===== config.mk =====
export PLATFORM = sky130hd
export DESIGN_NAME = vreg_wb_arbiter_flat
export DESIGN_NICKNAME = d
export VERILOG_FILES = /design/src/rtl/vreg_pkg.sv /design/src/rtl/vreg_wb_arbiter_if.sv /design/src/rtl/vreg_scoreboard.sv /design/src/rtl/vreg_wb_arbiter.sv /design/src/flat_wrapper.sv
export SDC_FILE = /design/constraint.sdc
export NUM_CORES = 1
export LEC_CHECK = 0
export ABC_AREA = 1
export ABC_CLOCK_PERIOD_IN_PS = 2040
export CAP_MARGIN = 20
export CORE_AREA = 10 10 256 258
export DETAILED_ROUTE_END_ITERATION = 16
export DIE_AREA = 0 0 266 268
export PLACE_DENSITY = 0.53
export SLEW_MARGIN = 20
export SYNTH_ARGS = -nofsm -noshare
export SYNTH_HDL_FRONTEND = slang
export SYNTH_SLANG_ARGS = --single-unit

===== constraint.sdc =====
create_clock -name clk -period 2.04 [get_ports clk]
set_input_delay 0.306 -clock clk [delete_from_list [all_inputs] [get_ports clk]]
set_output_delay 0.306 -clock clk [all_outputs]
set_load 0.02 [all_outputs]

===== src/rtl/vreg_pkg.sv =====
// Shared constants, types and index helpers for the vector register writeback path.
// No ports; imported by the interface, the scoreboard and the arbiter top.
package vreg_pkg;

  localparam int DATA_W   = 192;
  localparam int IDX_W    = 4;
  localparam int NUM_REGS = 8;
  localparam int SEL_W    = $clog2(NUM_REGS);
  localparam int CNT_W    = 32;

  typedef logic [IDX_W-1:0]    vreg_idx_t;
  typedef logic [DATA_W-1:0]   vreg_data_t;
  typedef logic [NUM_REGS-1:0] vreg_busy_t;

  typedef struct packed {
    logic       valid;
    vreg_idx_t  rd;
    vreg_data_t data;
  } wb_req_t;

  function automatic logic idx_ok(vreg_idx_t i);
    return i < vreg_idx_t'(NUM_REGS);
  endfunction

  function automatic logic [SEL_W-1:0] idx_sel(vreg_idx_t i);
    return i[SEL_W-1:0];
  endfunction

endpackage


===== src/rtl/vreg_wb_arbiter_if.sv =====
// Writeback bus: two requester handshakes in, register-file write port out.
// master = requesters/file side, slave = arbiter.
interface vreg_wb_arbiter_if;
  import vreg_pkg::*;

  logic       req0_valid;
  vreg_idx_t  req0_rd;
  vreg_data_t req0_data;
  logic       req0_ready;

  logic       req1_valid;
  vreg_idx_t  req1_rd;
  vreg_data_t req1_data;
  logic       req1_ready;

  logic       wr_enable;
  vreg_idx_t  RD;
  vreg_data_t WD;

  modport master (
    output req0_valid, req0_rd, req0_data,
    input  req0_ready,
    output req1_valid, req1_rd, req1_data,
    input  req1_ready,
    input  wr_enable, RD, WD
  );

  modport slave (
    input  req0_valid, req0_rd, req0_data,
    output req0_ready,
    input  req1_valid, req1_rd, req1_data,
    output req1_ready,
    output wr_enable, RD, WD
  );

endinterface


===== src/rtl/vreg_scoreboard.sv =====
// Busy scoreboard for in-flight vector destinations; flags RAW/WAW stall.
// Ports: clk, rst, iss_valid/iss_rd (set), clr_valid/clr_rd (clear), chk_* in, stall out.
module vreg_scoreboard
  import vreg_pkg::*;
(
  input  logic      clk,
  input  logic      rst,
  input  logic      iss_valid,
  input  vreg_idx_t iss_rd,
  input  logic      clr_valid,
  input  vreg_idx_t clr_rd,
  input  vreg_idx_t chk_rs1,
  input  vreg_idx_t chk_rs2,
  input  vreg_idx_t chk_rs3,
  input  vreg_idx_t chk_rd,
  input  logic [3:0] chk_use,
  output logic      stall
);

  vreg_busy_t busy_q, busy_d;
  logic [3:0][IDX_W-1:0] ops;

  assign ops = {chk_rd, chk_rs3, chk_rs2, chk_rs1};

  // Clear first so a same-cycle set on that register wins.
  always_comb begin
    busy_d = busy_q;
    if (clr_valid && idx_ok(clr_rd))
      busy_d[idx_sel(clr_rd)] = 1'b0;
    if (iss_valid && idx_ok(iss_rd))
      busy_d[idx_sel(iss_rd)] = 1'b1;
  end

  always_ff @(posedge clk) begin
    if (rst) busy_q <= '0;
    else     busy_q <= busy_d;
  end

  always_comb begin
    stall = 1'b0;
    for (int k = 0; k < 4; k++) begin
      if (chk_use[k] && idx_ok(ops[k]) &&
          busy_q[idx_sel(ops[k])])
        stall = 1'b1;
    end
  end

endmodule


===== src/rtl/vreg_wb_arbiter.sv =====
// Round-robin writeback arbiter + output register for the vector register file.
// Ports: clk, rst, bus (slave), iss_*, chk_*, stall, conflict_cnt, stall_cnt. Macro: VREG_WB_PERF_EN.
module vreg_wb_arbiter
  import vreg_pkg::*;
(
  input  logic             clk,
  input  logic             rst,
  vreg_wb_arbiter_if.slave bus,
  input  logic             iss_valid,
  input  vreg_idx_t        iss_rd,
  input  vreg_idx_t        chk_rs1,
  input  vreg_idx_t        chk_rs2,
  input  vreg_idx_t        chk_rs3,
  input  vreg_idx_t        chk_rd,
  input  logic [3:0]       chk_use,
  output logic             stall,
  output logic [CNT_W-1:0] conflict_cnt,
  output logic [CNT_W-1:0] stall_cnt
);

  wb_req_t    req0, req1;
  logic       gnt0, gnt1;
  logic       last_q, last_d;
  logic       we_q, we_d;
  vreg_idx_t  rd_q, rd_d;
  vreg_data_t wd_q, wd_d;

  assign req0 = '{bus.req0_valid, bus.req0_rd, bus.req0_data};
  assign req1 = '{bus.req1_valid, bus.req1_rd, bus.req1_data};

  // last_q=1 means port 1 won last, so port 0 takes the next tie.
  always_comb begin
    gnt0   = req0.valid && (!req1.valid || last_q);
    gnt1   = req1.valid && (!req0.valid || !last_q);
    last_d = last_q;
    we_d   = 1'b0;
    rd_d   = rd_q;
    wd_d   = wd_q;
    unique case (1'b1)
      gnt0: begin
        last_d = 1'b0;
        if (idx_ok(req0.rd)) begin
          we_d = 1'b1;
          rd_d = req0.rd;
          wd_d = req0.data;
        end
      end
      gnt1: begin
        last_d = 1'b1;
        if (idx_ok(req1.rd)) begin
          we_d = 1'b1;
          rd_d = req1.rd;
          wd_d = req1.data;
        end
      end
      default: ;
    endcase
  end

  always_ff @(posedge clk) begin
    if (rst) begin
      last_q <= 1'b1;
      we_q   <= 1'b0;
      rd_q   <= '0;
      wd_q   <= '0;
    end else begin
      last_q <= last_d;
      we_q   <= we_d;
      rd_q   <= rd_d;
      wd_q   <= wd_d;
    end
  end

  assign bus.req0_ready = gnt0;
  assign bus.req1_ready = gnt1;
  assign bus.wr_enable  = we_q;
  assign bus.RD         = rd_q;
  assign bus.WD         = wd_q;

  vreg_scoreboard u_sb (
    .clk       (clk),
    .rst       (rst),
    .iss_valid (iss_valid),
    .iss_rd    (iss_rd),
    .clr_valid (we_q),
    .clr_rd    (rd_q),
    .chk_rs1   (chk_rs1),
    .chk_rs2   (chk_rs2),
    .chk_rs3   (chk_rs3),
    .chk_rd    (chk_rd),
    .chk_use   (chk_use),
    .stall     (stall)
  );

`ifdef VREG_WB_PERF_EN
  logic [CNT_W-1:0] conf_q, stl_q;

  always_ff @(posedge clk) begin
    if (rst) begin
      conf_q <= '0;
      stl_q  <= '0;
    end else begin
      if (req0.valid && req1.valid && conf_q != '1)
        conf_q <= conf_q + 1'b1;
      if (stall && stl_q != '1)
        stl_q <= stl_q + 1'b1;
    end
  end

  assign conflict_cnt = conf_q;
  assign stall_cnt    = stl_q;
`else
  assign conflict_cnt = '0;
  assign stall_cnt    = '0;
`endif

endmodule


===== src/flat_wrapper.sv =====
// flat-port wrapper written by rule: the top's interface ports become plain ports
module vreg_wb_arbiter_flat import vreg_pkg::*;
  (clk, rst, iss_valid, iss_rd, chk_rs1, chk_rs2, chk_rs3, chk_rd, chk_use, stall, conflict_cnt, stall_cnt, bus_req0_valid, bus_req0_rd, bus_req0_data, bus_req0_ready, bus_req1_valid, bus_req1_rd, bus_req1_data, bus_req1_ready, bus_wr_enable, bus_RD, bus_WD);
  vreg_wb_arbiter_if bus_i ();
  input  logic clk;
  input  logic rst;
  input  logic iss_valid;
  input  vreg_idx_t iss_rd;
  input  vreg_idx_t chk_rs1;
  input  vreg_idx_t chk_rs2;
  input  vreg_idx_t chk_rs3;
  input  vreg_idx_t chk_rd;
  input  logic [3:0] chk_use;
  output logic stall;
  output logic [CNT_W-1:0] conflict_cnt;
  output logic [CNT_W-1:0] stall_cnt;
  input wire logic [$bits(bus_i.req0_valid)-1:0] bus_req0_valid;
  input wire logic [$bits(bus_i.req0_rd)-1:0] bus_req0_rd;
  input wire logic [$bits(bus_i.req0_data)-1:0] bus_req0_data;
  output wire logic [$bits(bus_i.req0_ready)-1:0] bus_req0_ready;
  input wire logic [$bits(bus_i.req1_valid)-1:0] bus_req1_valid;
  input wire logic [$bits(bus_i.req1_rd)-1:0] bus_req1_rd;
  input wire logic [$bits(bus_i.req1_data)-1:0] bus_req1_data;
  output wire logic [$bits(bus_i.req1_ready)-1:0] bus_req1_ready;
  output wire logic [$bits(bus_i.wr_enable)-1:0] bus_wr_enable;
  output wire logic [$bits(bus_i.RD)-1:0] bus_RD;
  output wire logic [$bits(bus_i.WD)-1:0] bus_WD;
  assign bus_i.req0_valid = bus_req0_valid;
  assign bus_i.req0_rd = bus_req0_rd;
  assign bus_i.req0_data = bus_req0_data;
  assign bus_req0_ready = bus_i.req0_ready;
  assign bus_i.req1_valid = bus_req1_valid;
  assign bus_i.req1_rd = bus_req1_rd;
  assign bus_i.req1_data = bus_req1_data;
  assign bus_req1_ready = bus_i.req1_ready;
  assign bus_wr_enable = bus_i.wr_enable;
  assign bus_RD = bus_i.RD;
  assign bus_WD = bus_i.WD;
  vreg_wb_arbiter u_core (.clk(clk), .rst(rst), .bus(bus_i), .iss_valid(iss_valid), .iss_rd(iss_rd), .chk_rs1(chk_rs1), .chk_rs2(chk_rs2), .chk_rs3(chk_rs3), .chk_rd(chk_rd), .chk_use(chk_use), .stall(stall), .conflict_cnt(conflict_cnt), .stall_cnt(stall_cnt));
endmodule

==> results.tsv <==
stage	metric	value	unit
status	status	complete, no violations	
sta	Worst Tran Pin Value	521.3	ps
route	WL final	51.44	mm
sta	fmax	511.8	MHz
cts	CTS Buf Count	25	
sta	Fin. Hold Viols	0	
cts	Max Buffers Root-to-Sink	3	
grt	largest net degree at the start of global routing	92	
final_layout	sequential cell area	0.004144	sq mm
route	Routed WL per cell	16.65	um
floorplan	Core Box Area	0.06013	sq mm
synthesis	post-synth top area cell	dfxtp_1	
job	maxcap violations	0	
final_layout	Layout area overhead	76.04	%
worst_setup_path	Crit path arrival time	1650	ps
synthesis	Main synth FF type	dfxtp_1	
worst_setup_path	crit-path max cell delay	350	ps
floorplan	standard-cell rows	90	
final_layout	Finished Layout Cells	3089	
worst_setup_path	Critical Path Start Type	flip-flop	
route	post-route DRC violation count	0	
worst_setup_path	Worst Path Buf+Inv	3	
grt	gr ovfl total	0	
route	Vias/cell	4.004	
grt	gr usage total	13.41	%
cts	clk_lat worst skew	540	ps
worst_setup_path	Crit path max-delay family	buffers and inverters	
worst_setup_path	crit-path max FO	2	
cts	CTS root buffer	clkbuf_16	
floorplan	die height	268	um
min_path	worst hold path type	in2reg	
final_layout	NumNets Final	2707	
synthesis	area of the mapped netlist	0.01047	sq mm
synthesis	top cells by area, synth	dfxtp_1 (39%), nand2_1 (23%), nor2_1 (14%), o21ai_0 (8.4%), buf_4 (5.1%)	
sta	Pins Over Slew Limit	0	
synthesis	sequential element share of the synthesized area	39.38	%
cts	CTS tree	built	
sta	Final period util	95.77	%
power	LEAKAGE	0.008297	uW
worst_setup_path	CP cell instances	inv_1 -> a21boi_2 -> buf_4 -> dlygate4sd2_1	
synthesis	Yosys reg bits	206	
grt	initial antenna violation count	3	
floorplan	die area	0.07129	sq mm
place	Placement Setup Slack	-296.1	ps
synthesis	Post-synth EDFFs	0	
final_layout	area of the multi-input gates	0.005429	sq mm
worst_setup_path	Crit Path Class	reg2out	
grt	vias in the first global route	12760	
synthesis	Cell variety after synth	22	
place	post-place instance area	0.01743	sq mm
sta	final worst slack	86.24	ps
cts	number of clock sinks	206	
sta	final setup fails	0	
place	DP Cell Count	3038	
worst_setup_path	Worst path slowest cell	dfxtp_1	
grt	first-pass GRT wire length	75.67	mm
sta	total negative slack	0	ps
final_layout	share of cells above drive strength 1	5.033	%
sta	fin crit period	1954	ps
synthesis	top-area cell type share of the netlist area	39.38	%
power	worst vdd ir	0.5048	mV
power	total power per unit cell area	710.3	mW/mm^2
worst_setup_path	CP Data Required Time	1730	ps
sta	Clock Skew	14.61	ps
final_layout	final instance area	0.01843	sq mm
final_layout	fill count	6582	
synthesis	Yosys warnings	0	
floorplan	Die X	266	um
floorplan	Starting Density	17.41	%
route	remaining antenna violation count	0	
worst_setup_path	crit end category	primary output	
final_layout	most common cell after layout, fill and taps aside	nand2_1	
place	Buffers on Ports	620	
route	detailed-route via count	12370	
synthesis	asr flop ratio synth	0	%
cts	Worst-path clk slew	60	ps
sta	Slew HR	65.12	%
synthesis	Mapped Avg Cell Area	6.207	sq um
place	placer's final routability congestion estimate	0.8965	
final_layout	Core Util, Final	30.66	%
synthesis	Mapped Cells	1687	
floorplan	I/O pins	685	
final_layout	most frequent cells in the layout	nand2_1 (636), clkdlybuf4s50_1 (612), nor2_1 (398), dfxtp_1 (198), o21ai_0 (175)	
place	detailed-placement wirelength estimate	40.99	mm
sta	RSZ-0062 raised after global routing	false	
cts	H-Tree Depth	1	
route	drt pass-1 iters	6	
route	drt first-iter violations	675	
-- stage by stage --
stage          hold slack (ps)  total power [uW]
6_report                 438.1             13090
5_1_grt                  452.0             13800
4_1_cts                  402.3             13330
3_5_place_dp             466.2              8486
3_3_place_gp             453.9              8479
2_1_floorplan            435.1              6441
-- cell usage after synthesis, types with 4 or more instances --
| cell type | number |
|---|---|
| buf_6 | 17 |
| inv_1 | 24 |
| o21ai_1 | 28 |
| dfxtp_1 | 206 |
| clkbuf_1 | 37 |
| o21ai_0 | 175 |
| nand2_1 | 637 |
| nor2_1 | 398 |
| buf_4 | 71 |
| nand3_1 | 20 |
| a21oi_1 | 8 |
| nand3b_1 | 4 |
| buf_1 | 5 |
| buf_2 | 40 |
| nand4_1 | 8 |
-- metal layers --
layer / vias up / share of wire [%] / global-route usage (%)
met4: 2 / 3.1 / 4.972
met5: - / 0.025 / 0
met1: 5497 / 38 / 14.34
li1: 6300 / - / -
met2: 504 / 49 / 23.89
met3: 64 / 9.7 / 4.872
-- timing repair --
item                                   4_1_cts  5_1_grt
endpoints found under the hold margin        0        0
gates resized for setup                     19        8
cloned                                       3        0
setup endpoints to repair                    5        2
setup buffers                                0        0
hold buffers                                 0        0
-- registers in the layout, indices dropped and copies added, names as in the netlist --
signal                flops
u_core.bus.WD           192
u_core.last_q             1
u_core.bus.RD             4
u_core.bus.wr_enable      1
u_core.u_sb.busy_q        8
-- worst register-to-register path: stages, from the launching register on --
cell      delay [ps]
dfxtp_1          350
inv_1             70
a21boi_2         200
nand2_1          170
nand2_8          150
inv_6            100
buf_12           230
nor2_1           210
nor2_1            60
-- layout make-up --
class	count	area share (%)
repair buffers	679	37.38
inverters	27	0.6584
clock buffers	38	4.039
diodes	2	0.02715
flip-flops and latches	206	22.48
clock inverters	8	0.6584
well taps	782	5.308
multi-input cells	1347	29.45
-- path summary, 6_finish.rpt --
kind | startpoint | endpoint | slack [ps] | depth (start not counted)
min reg2reg | u_core.bus.RD[3] | u_core.bus.RD[3] | 470 | 2
max reg2reg | u_core.last_q | u_core.bus.WD[38] | 400 | 8
max | u_core.last_q | bus_req0_ready | 90 | 4
min | bus_req1_data[86] | u_core.bus.WD[86] | 440 | 5
-- power by group --
part / total (uW) / switching, uW / internal (uW) / leakage (uW)
combinational: 3830 / 1980 / 1850 / 0.00616
clock: 4680 / 1790 / 2890 / 0.000424
sequential: 4590 / 195 / 4390 / 0.00171
total: 13100 / 3970 / 9120 / 0.00830
-- cell families (layout without fill, tap and decap cells) --
family                 count (synthesis)  in the layout  share of synthesized area (%)
other                                  1             66                        0.03581
buffers and inverters                197            752                          11.30
DFF                                  206            206                          39.38
AOI/OAI and AO/OA                    213            213                          10.23
and+or+nand+nor                     1070           1070                          39.05
No activity file was read; power rests on OpenSTA's default activity.
